**src/rtl/simplepiano_pkg.sv**
```systemverilog
// Shared constants for the simple piano: default sizing, per-note divider table
// and small index helpers used by the voice allocator and the tone_gen wiring.
package simplepiano_pkg;

  localparam int DEF_NUM_KEYS      = 8;
  localparam int DEF_NUM_VOICES    = 2;
  localparam int DEF_WIDTH_COUNTER = 10;

  // Index width that stays at least one bit for single-entry vectors.
  function automatic int idx_w(input int n);
    return (n > 1) ? $clog2(n) : 1;
  endfunction

  localparam int KEY_IDX_W = idx_w(DEF_NUM_KEYS);
  localparam int NUM_NOTES = 8;

  typedef logic [DEF_WIDTH_COUNTER-1:0] div_t;

  localparam div_t NOTE_DIV [NUM_NOTES] = '{
    10'd42, 10'd37, 10'd33, 10'd31, 10'd28, 10'd25, 10'd22, 10'd21
  };

  function automatic div_t note_div(input logic [KEY_IDX_W-1:0] key);
    return NOTE_DIV[key];
  endfunction

endpackage

```
**src/rtl/voice_allocator_if.sv**
```systemverilog
// Key inputs and per-voice tone_gen controls, flattened with voice v at slice v.
interface voice_allocator_if
  import simplepiano_pkg::*;
#(
  parameter int NUM_KEYS      = DEF_NUM_KEYS,
  parameter int NUM_VOICES    = DEF_NUM_VOICES,
  parameter int WIDTH_COUNTER = DEF_WIDTH_COUNTER
);

  localparam int KW = idx_w(NUM_KEYS);

  logic [NUM_KEYS-1:0]                 keys;
  logic [NUM_VOICES-1:0]               voice_active;
  logic [NUM_VOICES*KW-1:0]            voice_key;
  logic [NUM_VOICES*WIDTH_COUNTER-1:0] voice_div;

  modport master (
    output keys,
    input  voice_active, voice_key, voice_div
  );

  modport slave (
    input  keys,
    output voice_active, voice_key, voice_div
  );

endinterface

```
**src/rtl/voice_allocator_prio_enc.sv**
```systemverilog
// Lowest-index-first priority encoder; used for key selection and free-voice search.
module prio_enc
  import simplepiano_pkg::*;
#(
  parameter int N = 8
) (
  input  logic [N-1:0]         req,
  output logic                 valid,
  output logic [idx_w(N)-1:0]  idx
);

  localparam int IW = idx_w(N);

  always_comb begin
    // NOTE: defaults first so every path assigns both outputs and no latch is inferred.
    valid = 1'b0;
    idx   = '0;
    for (int i = N - 1; i >= 0; i--) begin
      if (req[i]) begin
        valid = 1'b1;
        idx   = IW'(i);
      end
    end
  end

endmodule

```
**src/rtl/voice_allocator.sv**
```systemverilog
// Polyphonic scheduler: one key allocation per cycle onto NUM_VOICES tone_gens,
// releases first, then a free voice, else round-robin steal.
module voice_allocator
  import simplepiano_pkg::*;
#(
  parameter int NUM_KEYS      = DEF_NUM_KEYS,
  parameter int NUM_VOICES    = DEF_NUM_VOICES,
  parameter int WIDTH_COUNTER = DEF_WIDTH_COUNTER
) (
  input  logic              clk,
  input  logic              rst,
  input  logic              ena,
  voice_allocator_if.slave  bus
);

  localparam int KW = idx_w(NUM_KEYS);
  localparam int VW = idx_w(NUM_VOICES);

  logic [NUM_KEYS-1:0]      keys_q, keys_d;
  logic [NUM_KEYS-1:0]      keys_prev_q, keys_prev_d;
  logic [NUM_KEYS-1:0]      pend_q, pend_d;
  logic [NUM_VOICES-1:0]    active_q, active_d;
  logic [KW-1:0]            voice_key_q [NUM_VOICES];
  logic [KW-1:0]            voice_key_d [NUM_VOICES];
  logic [WIDTH_COUNTER-1:0] voice_div_q [NUM_VOICES];
  logic [WIDTH_COUNTER-1:0] voice_div_d [NUM_VOICES];
  logic [VW-1:0]            steal_ptr_q, steal_ptr_d;

  logic [NUM_KEYS-1:0]   new_press;
  logic [NUM_KEYS-1:0]   cand;
  logic [NUM_VOICES-1:0] releasing;
  logic [NUM_VOICES-1:0] held;
  logic [NUM_VOICES-1:0] free;
  logic                  key_valid;
  logic [KW-1:0]         key_sel;
  logic                  free_valid;
  logic [VW-1:0]         free_sel;
  logic                  owned;
  logic [VW-1:0]         target;

  logic [NUM_VOICES*KW-1:0]            key_flat;
  logic [NUM_VOICES*WIDTH_COUNTER-1:0] div_flat;

  prio_enc #(.N(NUM_KEYS)) u_key_enc (
    .req   (cand),
    .valid (key_valid),
    .idx   (key_sel)
  );

  prio_enc #(.N(NUM_VOICES)) u_voice_enc (
    .req   (free),
    .valid (free_valid),
    .idx   (free_sel)
  );

  // A voice whose key is no longer held is free for this cycle's allocation.
  always_comb begin
    new_press = keys_q & ~keys_prev_q;
    cand      = (pend_q | new_press) & keys_q;
    releasing = '0;
    for (int v = 0; v < NUM_VOICES; v++) begin
      releasing[v] = active_q[v] & ~keys_q[voice_key_q[v]];
    end
    held = active_q & ~releasing;
    free = ~held;
  end

  always_comb begin
    keys_d      = bus.keys;
    keys_prev_d = keys_q;
    pend_d      = cand;
    active_d    = held;
    voice_key_d = voice_key_q;
    voice_div_d = voice_div_q;
    steal_ptr_d = steal_ptr_q;

    owned = 1'b0;
    for (int v = 0; v < NUM_VOICES; v++) begin
      if (held[v] && (voice_key_q[v] == key_sel)) owned = 1'b1;
    end
    target = free_valid ? free_sel : steal_ptr_q;

    if (!ena) begin
      pend_d      = '0;
      active_d    = '0;
      steal_ptr_d = '0;
    end else if (key_valid) begin
      pend_d[key_sel] = 1'b0;
      // A repeat press on a still-sounding key is consumed without reallocating.
      if (!owned) begin
        active_d[target]    = 1'b1;
        voice_key_d[target] = key_sel;
        voice_div_d[target] = WIDTH_COUNTER'(note_div(KEY_IDX_W'(key_sel)));
        steal_ptr_d         = (target == VW'(NUM_VOICES - 1)) ? '0 : target + VW'(1);
      end
    end
  end

  always_ff @(posedge clk or posedge rst) begin
    if (rst) begin
      keys_q      <= '0;
      keys_prev_q <= '0;
      pend_q      <= '0;
      active_q    <= '0;
      steal_ptr_q <= '0;
      // NOTE: the per-voice arrays are a handful of output registers, so they are reset like any flop.
      for (int v = 0; v < NUM_VOICES; v++) begin
        voice_key_q[v] <= '0;
        voice_div_q[v] <= '0;
      end
    end else begin
      // NOTE: non-blocking assignments so every flop samples the pre-edge values together.
      keys_q      <= keys_d;
      keys_prev_q <= keys_prev_d;
      pend_q      <= pend_d;
      active_q    <= active_d;
      steal_ptr_q <= steal_ptr_d;
      voice_key_q <= voice_key_d;
      voice_div_q <= voice_div_d;
    end
  end

  always_comb begin
    key_flat = '0;
    div_flat = '0;
    for (int v = 0; v < NUM_VOICES; v++) begin
      key_flat[v*KW +: KW]                       = voice_key_q[v];
      div_flat[v*WIDTH_COUNTER +: WIDTH_COUNTER] = voice_div_q[v];
    end
  end

  assign bus.voice_active = active_q;
  assign bus.voice_key    = key_flat;
  assign bus.voice_div    = div_flat;

endmodule

```
**src/flat_wrapper.sv**
```systemverilog
// flat-port wrapper written by rule: the top's interface ports become plain ports
module voice_allocator_flat import simplepiano_pkg::*;
#(
  parameter int NUM_KEYS      = DEF_NUM_KEYS,
  parameter int NUM_VOICES    = DEF_NUM_VOICES,
  parameter int WIDTH_COUNTER = DEF_WIDTH_COUNTER
)
  (clk, rst, ena, bus_keys, bus_voice_active, bus_voice_key, bus_voice_div);
  voice_allocator_if #(.NUM_KEYS(NUM_KEYS), .NUM_VOICES(NUM_VOICES), .WIDTH_COUNTER(WIDTH_COUNTER)) bus_i ();
  input  logic clk;
  input  logic rst;
  input  logic ena;
  input wire logic [$bits(bus_i.keys)-1:0] bus_keys;
  output wire logic [$bits(bus_i.voice_active)-1:0] bus_voice_active;
  output wire logic [$bits(bus_i.voice_key)-1:0] bus_voice_key;
  output wire logic [$bits(bus_i.voice_div)-1:0] bus_voice_div;
  assign bus_i.keys = bus_keys;
  assign bus_voice_active = bus_i.voice_active;
  assign bus_voice_key = bus_i.voice_key;
  assign bus_voice_div = bus_i.voice_div;
  voice_allocator #(.NUM_KEYS(NUM_KEYS), .NUM_VOICES(NUM_VOICES), .WIDTH_COUNTER(WIDTH_COUNTER)) u_core (.clk(clk), .rst(rst), .ena(ena), .bus(bus_i));
endmodule
```
**config.mk**
```make
export PLATFORM = sky130hd
export DESIGN_NAME = voice_allocator_flat
export DESIGN_NICKNAME = d
export VERILOG_FILES = /design/src/rtl/simplepiano_pkg.sv /design/src/rtl/voice_allocator_if.sv /design/src/rtl/voice_allocator_prio_enc.sv /design/src/rtl/voice_allocator.sv /design/src/flat_wrapper.sv
export SDC_FILE = /design/constraint.sdc
export NUM_CORES = 1
export LEC_CHECK = 0
export BUFFER_PORTS_ARGS = -buffer_cell sky130_fd_sc_hd__buf_2
export CAP_MARGIN = 25
export CELL_PAD_IN_SITES_DETAIL_PLACEMENT = 1
export CELL_PAD_IN_SITES_GLOBAL_PLACEMENT = 2
export CORE_MARGIN = 5
export CORE_UTILIZATION = 37
export DETAILED_ROUTE_END_ITERATION = 8
export GPL_ROUTABILITY_DRIVEN = 0
export PLACE_DENSITY_LB_ADDON = 0.25
export SLEW_MARGIN = 20
export SYNTH_ARGS = -nofsm -noshare
export SYNTH_HDL_FRONTEND = slang
export SYNTH_HIERARCHICAL = 1
export SYNTH_SLANG_ARGS = --single-unit
```
**constraint.sdc**
```tcl
create_clock -name clk -period 3.6 [get_ports clk]
set_clock_uncertainty 0.15 [all_clocks]
set_input_delay 0.36 -clock clk [delete_from_list [all_inputs] [get_ports clk]]
set_output_delay 0.36 -clock clk [all_outputs]
set_load 0.005 [all_outputs]
```
### Word level (Yosys, flattened, before mapping)

Memory sizes are Yosys's and may differ from the RTL's.
Cells that the tools add are included.

* memories: 1
* register bits after elaboration: 53
* output and inout port bits: 28
* bits of input ports: 11
* bits in read-only memories: 80
* word-level logic and storage cells: 95

Memory list
* (name not given): depth 8, bits a word 10, rd ports 1, clocked after Yosys merged registers in 0, write ports 0, line simplepiano_pkg.sv:24 `return NOTE_DIV[key];`

* bitwise operators: 17
* equality and inequality tests: 4
* add/sub/neg operators: 1
* magnitude comparators: 9
* reduce and logical (&&, ||, !) cells: 7
* multiplexer cells: 47

Operators by type and width (count)
* 10-bit two-way mux: 3
* 3-bit two-way mux: 9
* 8-bit bitwise AND: 3
* 1-bit two-way mux: 22
* 20-bit bitwise mux: 1
* 8-bit two-way mux: 2
* 8-bit NOT: 2
* 3-bit by 4-bit less-than comparator with 1-bit output (second input constant): 3
* 10-bit demux with 1-bit select: 1
* 8-bit bitwise OR: 1
* 1-bit binary-select mux with 3-bit select: 2
* 6-bit bitwise mux: 1
* 3-bit equality test: 2
* 2-bit two-way mux: 3
* 1-bit logical AND: 5
* 4-bit greater-or-equal comparator (second input constant): 1
* 2-bit NOT: 2
* 3-bit NOT with 4-bit output: 1
* 1-bit demux with 3-bit select: 1
* 3-bit demux with 1-bit select: 1
* 3-bit by 1-bit greater-or-equal comparator with 1-bit output (second input constant): 1
* 1-bit NOT: 3
* 3-bit AND reduction: 1
* 1-bit bitwise AND: 2
* 12 further kinds: 12

### Longest topological paths before layout

Gate-level depths: netlist of run 1.

* word-level depth: 20
* gate-level depth with buffers: 11
* gate-level depth less buffers: 11

### Cells and area by module

Netlist of run 1, hierarchy kept.

By module, submodules not included
* voice_allocator: area an instance 2112.0 µm², seq. area each 1126.1 µm², cells each 166, times used 1
* prio_enc (u_core.u_key_enc): area an instance 80.1 µm², seq. area each 0.0 µm², cells each 13, times used 1
* prio_enc (u_core.u_voice_enc): area an instance 15.0 µm², seq. area each 0.0 µm², cells each 2, times used 1

### Least setup slack after synthesis of run 1

No wires, ideal clock.

* kind: reg-to-reg
* start: reg u_core.keys_q[7] (netlist: u_core/keys_prev_d[7])
* end: reg u_core.voice_div_q, in the netlist u_core/bus.voice_div[0]
* arrival: 2.650 ns
* data required time: 3.325 ns
* path slack: 0.675 ns
* clock period less this slack: 2.925 ns
* path buffers: 0
* library setup time: 0.125 ns
* stages on the path, launching flop included: 10
* path through: dfrtp_1 -> a21boi_0 -> a21oi_1 -> o41ai_1 -> xnor2_1 -> nand3_1 -> nor4b_2 -> nor2_2 -> nand4_4 -> mux2_2

* word-level cells in the longest chain between the ends: 17
* elaborated cells between the ends (all ways): 53
* those cells by class: order compare: 2; eq/ne: 2; mux: 31; bitwise: 13; reduce/logical: 4; memory: 1

Ends and longest elaborated chain
* start, declared: line voice_allocator.sv:19 `logic [NUM_KEYS-1:0] keys_q, keys_d;`
* start signal, assigned: line voice_allocator.sv:113 `keys_q <= keys_d;`
* 8-bit bitwise AND: line voice_allocator.sv:58 `new_press = keys_q & ~keys_prev_q;`
* 8-bit bitwise OR: line voice_allocator.sv:59 `cand = (pend_q | new_press) & keys_q;`
* 8-bit bitwise AND (*): line voice_allocator.sv:59
* named net u_core.cand[7]: line voice_allocator.sv:30 `logic [NUM_KEYS-1:0] cand;`
* 3-bit two-way mux (*) (8 in a row): line voice_allocator_prio_enc.sv:19 `if (req[i]) begin`
* named net u_core.key_sel[0]: line voice_allocator.sv:35 `logic [KW-1:0] key_sel;`
* parallel branches: the longest is 6 deep, another holds memory read 8 x 10 bit
* end signal, assigned: line voice_allocator.sv:119 `voice_div_q <= voice_div_d;`
* end, declared: line voice_allocator.sv:25 `logic [WIDTH_COUNTER-1:0] voice_div_q [NUM_VOICES];`

Mark *: on every way through the listed nets, which the timed path passes. The select of a mux whose other input is x is not followed.
A chain may end at the register's enable or synchronous reset.

### Worst setup path after layout of run 1

Same ends and word-level chain as after synthesis.

==> results of run 1 <==
stage by stage:
step / std cells / cell area (um^2) / hold WS [ps] / total power, mW / setup slack [ps]
finish: 291 / 2519 / 24.33 / 1.696 / 345.9
global route: 291 / 2519 / 6.034 / 1.824 / 125.4
CTS: 291 / 2519 / 6.093 / 1.733 / 325.8
detailed placement: 284 / 2429 / 258.7 / 1.414 / 352.6
global placement: 284 / 2429 / 246.0 / 1.391 / 447.4
floorplan: 188 / 2233 / 230.3 / 1.204 / 675.5
report_power, final:
part / switching [mW] / internal (mW) / total, mW
logic: 0.292 / 0.348 / 0.640
registers: 0.122 / 0.631 / 0.753
clock network: 0.152 / 0.152 / 0.303
total: 0.566 / 1.13 / 1.70
layout make-up:
| class | count | share of cell area (%) |
|---|---|---|
| sequential | 45 | 44.71 |
| multi-input combinational | 113 | 38.15 |
| tap | 75 | 3.726 |
| clock inverter | 1 | 0.2981 |
| timing repair buffer | 35 | 7.452 |
| inverter | 16 | 2.384 |
| clock buffer | 6 | 3.279 |
per-layer routing:
layer	up-vias	routed length (um)	track usage, %
met5	-	0	0
met4	0	23	3.347
met3	2	186	3.406
met2	33	2561	23.88
met1	712	2089	17.55
li1	679	-	-
state kept, by name, summed over array words and instances (netlist names):
| name | cells |
|---|---|
| u_core/pend_q | 8 |
| u_core/bus.voice_key | 6 |
| u_core/steal_ptr_q | 1 |
| u_core/bus.voice_active | 2 |
| u_core/keys_prev_q | 8 |
| u_core/keys_prev_d | 8 |
| u_core/bus.voice_div | 12 |
logic make-up after synthesis:
group           Yosys count
flops                    45
simple gates             37
compound gates           31
buf+inv                  30
mux                      27
xor+xnor                  6
fa+ha+maj                 4
other cells               1
placed cells by master (no fill, tap or decap), types with 2 or more instances in the layout:
master	synthesis	layout
dfrtp_1	45	45
buf_2	0	30
mux2_2	20	20
inv_1	16	15
a21boi_0	9	9
conb_1	1	8
clkbuf_8	0	6
xnor2_1	6	6
nand2_1	6	6
mux2i_1	6	6
nor2_1	6	6
o311a_1	6	6
nor2b_1	5	5
a21oi_1	5	5
buf_4	9	5
nand3_1	4	4
ha_1	4	4
nand3b_1	2	2
nand4_4	2	2
o211a_1	2	2
o21ai_0	2	2
worst min-delay path by stage:
stage / cells past startpoint / start / endpoint / slack (ps)
finish: 1 / bus_keys[0] / u_core/keys_prev_d[0] / 20
global route: 1 / bus_keys[2] / u_core/keys_prev_d[2] / 6
CTS: 1 / bus_keys[0] / u_core/keys_prev_d[0] / 6
detailed placement: 0 / u_core/keys_prev_d[6] / u_core/keys_prev_q[6] / 260
global placement: 0 / u_core/keys_prev_d[4] / u_core/keys_prev_q[4] / 250
floorplan: 0 / u_core/keys_prev_d[4] / u_core/keys_prev_q[4] / 230
==> reports/results.ini, run 1 <==
[power_and_ir_drop]
power_density_nw_per_um2=673.5
p_leak_nw=1.135
peakVddDrop_uv=321.6

[place]
hpwl_um=3742
numPortBuffers=30

[cts]
path_clk_slew_ps=80
ctsResizeCount=0
cts_buffer_depth=2
cts-root-buf=clkbuf_8
cts_sinks=45
cts_setup_buffers=0
cts_tree=done
clkLatencyLatePin_ps=280
htree_levels=2
postCtsHoldBufs=0
cts_buffers=5

[timing]
worst_pin_slew_ps=757.5
timing.fmax_ghz=0.3073
setup-violations-final=0
finalCritPeriodShare_pct=90.39
rsz0062_at_grt=no
slew_headroom_pct=49.04
drv_slew=0
fin_tns_setup_ps=0
min_period_ps=3254
finalHoldViolations=0

[worst_setup_path]
start_kind=register
cp_cell_sequence=a21boi_0, o21ai_0, a211oi_1, xnor2_1, nand3_1, nor4b_2, nor2_2, nand4_4, mux2_2
ff2ff_setup_slack_ps=350
startpoint=u_core/keys_prev_d[7]
reg2reg_from=u_core/keys_prev_d[7]
critPathTopFamily=compound AO/OA/AOI/OAI gates
r2r_cells=9
critical_path_buf_inv_count=0
rr_endpoint=u_core/bus.voice_div[0]
worstSetupPathDepth=9
slowest_delay_ps=520
endpoint_kind=register
crit_type=register to register
worst-path-max-fanout=10
required_ps=3630
crit_arrival_ps=3280
slowest_stage=nor4b_2
cp-endpoint=u_core/bus.voice_div[0]

[synth]
synth-async-reset-ratio_pct=100.0
ys_ff_latch=45
syn-cell-area_um2=2207
syn_inst=181
synth-seq-area-share_pct=51.02
yosys-top-cells-area=dfrtp_1, mux2_2, a21boi_0
synth_fa_ha_area_share_pct=2.268
synth-simple-area-share_pct=12.19
synthDominantCellAreaShare_pct=51.02
synth_top_family_by_area=multiplexers
synth_edf_count=0
synth_xor_area_share_pct=2.381
synthFlopType=dfrtp_1
yosysWarnings=6
yosysUniqueCellTypes=41
synth.avg_cell_area_um2=12.19
synth.area.mux_share_pct=13.61
yosysMostFrequentCell=dfrtp_1
ys_top_cells_by_count=dfrtp_1, mux2_2, inv_1, a21boi_0, buf_4
synth_compound_area_share_pct=11.39
yosysTopAreaCell=dfrtp_1

[route]
dr.pass1.iters=4
drt_wl_total_um=4861
via_count=1426
drt_drc_violations_left=0
via_per_inst=4.900
drt-wirelength-per-cell_um=16.70
ant_nets=0
drt_iter0_drc=73

[global_route]
grt_max_degree=46
grt.overflow.total=0
antenna_found_initial=0
grt_pass1_wl_um=8031
grt_pass1_vias=1592
track_usage_pct=13.89

[layout]
nFillCells=640
syn_to_final_growth_pct=14.12
fin_util_pct=43.05
n_antenna_cell=0
regArea_um2=1126
multi_input_area_um2=960.9
drive_gt1_share_pct=34.72
final_nets=231

[flow_run]
maxCapViolations=0

[floorplanning]
top_level_ports=39
fp.coreArea_um2=5851
die_h_um=87.24
rows=28
die_area_um2=7610
dieWidth_um=87.24
initial_core_util_pct=37.72

[hold_path]
hold_class=input port to register

[outcome]
status=finished clean

Power figures use the tool's default switching activity.
==> inputs of run 2 (changes only) <==
- ABC_AREA: not set -> 1
- CORE_MARGIN: 5 -> not set
- CORE_UTILIZATION: 37 -> 33
- MAX_ROUTING_LAYER: not set -> met4
==> run 2 against run 1 <==
  * Register-to-register slack improved by 650 ps
  * Via count is 28% higher
  * Global-route usage up 3.9 points
  * Utilization fell by 2.2 points
  * Critical path type unchanged
  * Critical endpoint is now u_core/bus.voice_key[2]
==> reports/results.ini, run 2 <==
[outcome]
status=finished clean

[timing]
min_period_ps=2607
finalCritPeriodShare_pct=72.43
setup-violations-final=0
fin_tns_setup_ps=0
rsz0062_at_grt=no
timing.fmax_ghz=0.3835
worst_pin_slew_ps=792.9
drv_slew=0
slew_headroom_pct=47.08
finalHoldViolations=0
worst_slack_ps=992.6

[global_route]
gr-usage-met1_pct=23.02
grt.overflow.total=0
grt_use_met3_pct=3.016
antenna_found_initial=0
grt.busiest_layer=met2
grt_pass1_wl_um=9660
grt_use_met2_pct=28.96
grt_pass1_vias=1926
grt_max_degree=46
track_usage_pct=17.79

[synth]
yosysTopAreaCell=dfrtp_1
synth-async-reset-ratio_pct=100.0
yosys-top-cells-area=dfrtp_1, nand2_1, inv_1
synth-seq-area-share_pct=49.50
synthDominantCellAreaShare_pct=49.50
synth_edf_count=0
yosysWarnings=6
ys_top_cells_by_count=nand2_1, dfrtp_1, inv_1, nand3_1
syn_inst=274
syn-cell-area_um2=2275
ys_ff_latch=45
synthFlopType=dfrtp_1
yosysUniqueCellTypes=26
yosysMostFrequentCell=nand2_1
synth.avg_cell_area_um2=8.302

[flow_run]
maxCapViolations=0

[worst_setup_path]
cp_cell_sequence=inv_1, a21oi_1, inv_1, nand2_1, nand2_1, nand2_1, nand2_1, a21oi_1, buf_4, inv_2, nand2_1, nand4_1, nor2_2, nand3_2, nand4_2, nand2_1, nand2_1
crit_arrival_ps=2690
start_kind=register
slowest_delay_ps=350
critPathTopFamily=simple AND/OR/NAND/NOR gates
path_common_cell=nand2_1
critical_path_buf_inv_count=4
crit_type=register to register
worst-path-max-fanout=10
endpoint_kind=register
required_ps=3680
slowest_stage=dfrtp_1

[route]
via_per_inst=4.668
drt_drc_violations_left=0
drt_wl_total_um=5612
via_count=1825
drt-wirelength-per-cell_um=14.35
dr.pass1.iters=4
ant_nets=0
drt_iter0_drc=74

[layout]
fin_cells=391
largest_reg_flops=12
fin_util_pct=40.80
stdcell_area_um2=2650
n_antenna_cell=0
layout_commonest_cell=nand2_1
drive_gt1_share_pct=19.11
nFillCells=794
syn_to_final_growth_pct=16.50
final_nets=328
final_cell_mix=nand2_1, dfrtp_1, inv_1

[hold_path]
hold_class=input port to register

[place]
pre_cts_slack_ps=999.4
dp_cells=377
placed_cell_area_um2=2476
hpwl_um=4154
numPortBuffers=30

[floorplanning]
die_area_um2=7229
initial_core_util_pct=35.02
die_h_um=85.03
top_level_ports=39
dieWidth_um=85.03
fp.coreArea_um2=6495
rows=29

[cts]
cts_sinks=45
path_clk_slew_ps=90
cts_buffers=5
cts_tree=done
clkLatencyLatePin_ps=300
cts-root-buf=clkbuf_8
cts_buffer_depth=2
cts_setup_buffers=0
htree_levels=2

[power_and_ir_drop]
p_leak_nw=1.518
power_density_nw_per_um2=668.2
peakVddDrop_uv=229.8

run 2: cells by family (layout without fill, tap and decap cells):
| logic type | count (synthesis) | count (layout) | synth area share [%] |
|---|---|---|---|
| and+or+nand+nor | 139 | 139 | 27.56 |
| AOI/OAI and AO/OA | 26 | 26 | 8.251 |
| adders and majority gates | 4 | 4 | 2.200 |
| other | 1 | 8 | 0.1649 |
| buffers and inverters | 56 | 89 | 11.17 |
| xor gates and xnor gates | 3 | 3 | 1.155 |
| DFF | 45 | 45 | 49.50 |
run 2: worst reg2reg max path, delay by kind of cell, from the launching register on:
family	cells	cell delay (ps)
simple gates	11	1200
flops	1	350
compound gates	2	370
buf+inv	4	460
run 2: worst paths after layout:
path | startpoint | cells past startpoint | end | slack, ps
max | u_core/keys_prev_d[5] | 17 | u_core/bus.voice_key[2] | 990
min | bus_keys[7] | 1 | u_core/keys_prev_d[7] | 10
max reg2reg | u_core/keys_prev_d[5] | 17 | u_core/bus.voice_key[2] | 990
min reg2reg | u_core/keys_prev_d[4] | 0 | u_core/keys_prev_q[4] | 230
max in group asynchronous | rst | 2 | u_core/bus.voice_key[5] | 2800
min in group asynchronous | rst | 2 | u_core/keys_prev_d[2] | 20
run 2: area by class of cell:
type,instances,area (um^2),area share [%]
multi-input cells,180,920.9,34.75
clock inverters,3,43.79,1.653
well taps,77,96.34,3.636
inverters,42,161.4,6.091
repair buffers,39,232.7,8.782
flip-flops and latches,45,1126,42.49
clock buffers,5,68.82,2.597
run 2: power breakdown:
part,switching [mW],total [mW],internal [mW]
clock network,0.178,0.386,0.208
logic,0.407,0.653,0.246
registers,0.109,0.732,0.623
total,0.694,1.77,1.08
run 2: timing repair:
item | 4_1_cts | 5_1_grt
hold buffers | 5 | 1
hold endpoints to repair | 5 | 1
endpoints found under the setup margin | 0 | 0
gates resized for setup | 0 | 0
run 2: per-stage QoR:
step / total power, mW / hold WS (ps)
floorplan: 1.169 / 203.7
global placement: 1.391 / 205.7
detailed placement: 1.402 / 212.2
CTS: 1.808 / 4.957
global route: 1.931 / 3.147
finish: 1.771 / 14.16
run 2: layer usage:
layer	part of all wire, %	wire length, um
met5	0	0
met4	1.0	56
met3	2.7	154
met2	48	2675
met1	49	2726
==> inputs of run 3 (changes only) <==
- ABC_AREA: 1 -> 0
- CORE_UTILIZATION: 33 -> 37
- clock period: 3.6 -> 2.6 ns (I/O delays scaled with it)
==> run 3 against run 2 <==
  * The flow now finishes with violations (setup timing)
  * Maximum frequency decreased by 6.1%
  * Wire length is 20% higher
  * Count of clock-buffer cells in the layout up 2
  * Register-to-register slack got worse by 1200 ps
  * First-iteration DRC count shrank 8.1%
  * Clock power grew 11%
  * Die area shrank 13%
  * Power is 66% higher
  * Worst setup slack got worse by 1200 ps
  * Utilization up 17 points
  * Critical path type unchanged
  * Largest power group is now combinational cells
==> reports/results.ini, run 3 (same netlist as run 1, synthesis figures left out) <==
[power_and_ir_drop]
power_density_nw_per_um2=905.5
pwr-share-clk_pct=14.5
peakVddDrop_uv=539.2
p_switching_mw=1.020
switching_share_pct=34.73
combinationalPowerShare_pct=50.8
p_int_mw=1.917
seqPwrFrac_pct=34.7
p_leak_nw=1.522

[worst_setup_path]
endpoint_kind=register
crit_type=register to register
slowest_delay_ps=380
r2r_cells=11
rr_endpoint=u_core/bus.voice_div[0]
slowest_stage=dfrtp_1
reg2reg_from=u_core/keys_prev_d[2]
crit_arrival_ps=2810
startpoint=u_core/keys_prev_d[2]
start_kind=register
critical_path_buf_inv_count=1
required_ps=2630
ff2ff_setup_slack_ps=-180
worst-path-max-fanout=5
critPathTopFamily=simple AND/OR/NAND/NOR gates
cp_cell_sequence=a21boi_4, nor2b_2, o21bai_1, o41ai_2, xnor2_1, nand3_1, nor4b_4, buf_4, nor2_4, nand4_4, mux2_2

[place]
numPortBuffers=30
hpwl_um=4117
pre_cts_slack_ps=-373.9

[timing]
rsz0062_at_grt=yes
worst_slack_ps=-176.1
drv_slew=0
setup-violations-final=20
finalHoldViolations=0
timing.fmax_ghz=0.3602
finalCritPeriodShare_pct=106.8
min_period_ps=2776
slew_headroom_pct=39.18
whs_ps=244.1
worst_pin_slew_ps=906.7

[layout]
syn_to_final_growth_pct=46.94
n_antenna_cell=0
largest_reg_flops=12
drive_gt1_share_pct=52.43
layout_commonest_cell=dfrtp_1
final_cell_mix=dfrtp_1, buf_4, buf_2
final_nets=281

[route]
via_per_inst=5.088
via_count=1725
ant_nets=0
drt-wirelength-per-cell_um=19.83
dr.pass1.iters=4
drt_wl_total_um=6724
drt_iter0_drc=68
drt_drc_violations_left=0

[hold_path]
min_to=u_core/pend_q[1]
holdPathStages=2
hold_class=input port to register
holdCritStartpoint=ena

[cts]
cts_buffer_depth=2
cts_sinks=45
cts-root-buf=clkbuf_8
cts_buffers=5
cts_tree=done
clkLatencyLatePin_ps=290
htree_levels=2
path_clk_slew_ps=80

[global_route]
grt_pass1_vias=1901
track_usage_pct=22.83
grt_max_degree=25
grt.overflow.total=0
antenna_found_initial=0
grt_pass1_wl_um=10360

[floorplanning]
fp.coreArea_um2=5642
dieWidth_um=79.24
initial_core_util_pct=39.12
die_area_um2=6278
top_level_ports=39
die_h_um=79.24
rows=27

[outcome]
violations=setup timing
status=finished, violations left

[flow_run]
maxCapViolations=0

## run 3: how the worst max path moves through the flow
stage                                     to  slack, ps  depth (start not counted)
global placement     u_core/bus.voice_div[1]       -250                          9
CTS                 u_core/bus.voice_div[11]       -120                         13
finish               u_core/bus.voice_div[0]       -180                         11
floorplan            u_core/bus.voice_key[4]        -70                         10
detailed placement   u_core/bus.voice_div[2]       -370                         10
global route         u_core/bus.voice_div[0]       -270                         11
## run 3: stage by stage
step	cells	total power, mW	utilization [%]	area [um^2]	TNS [ps]
after detailed placement	308	2.190	48.39	2730	-5428
after floorplan	188	1.770	-	2337	-739.6
after global routing	339	3.101	57.49	3243	-4271
after global placement	308	2.145	48.39	2730	-3424
after CTS	337	2.840	55.84	3151	-1268
final	339	2.937	57.49	3243	-2427
## run 3: layout make-up
class	instances	area [um^2]
Inverter	16	60.06
Clock buffer	7	76.32
Timing Repair Buffer	84	625.6
Clock inverter	1	7.507
Sequential cell	45	1130
Multi-Input combinational cell	114	1254
Tap cell	72	90.09
Fill cell	580	2399
## run 3: routing by layer
layer  vias to the layer above  track usage (%)  wire length [um]
li1                        791                -                 -
met5                         -                -                 0
met3                         6            3.908               163
met1                       895            27.64              2938
met4                         0            8.364                46
met2                        33            38.19              3575
## run 3: power by group through the flow
stage | clock network (mW) | registers (mW) | logic (mW)
floorplan | 0 | 1.01 | 0.758
global placement | 0 | 1.02 | 1.13
detailed placement | 0 | 1.03 | 1.16
CTS | 0.446 | 1.01 | 1.38
global route | 0.465 | 1.04 | 1.59
finish | 0.427 | 1.02 | 1.49
## run 3: what timing repair did
item / 4_1_cts / 5_1_grt
gates resized for setup: 34 / 13
hold endpoints to repair: 31 / 0
cloned: 1 / 0
hold buffers: 9 / 0
pin swaps: 8 / 5
endpoints found under the setup margin: 20 / 19
buffers inserted: 12 / 3
## run 3: worst reg2reg max path, stage by stage (launching register included)
cell and delay, ps:
dfrtp_1 380, a21boi_4 330, nor2b_2 100, o21bai_1 190, o41ai_2 140, xnor2_1 210, nand3_1 150, nor4b_4 310
buf_4 180, nor2_4 50, nand4_4 120, mux2_2 350
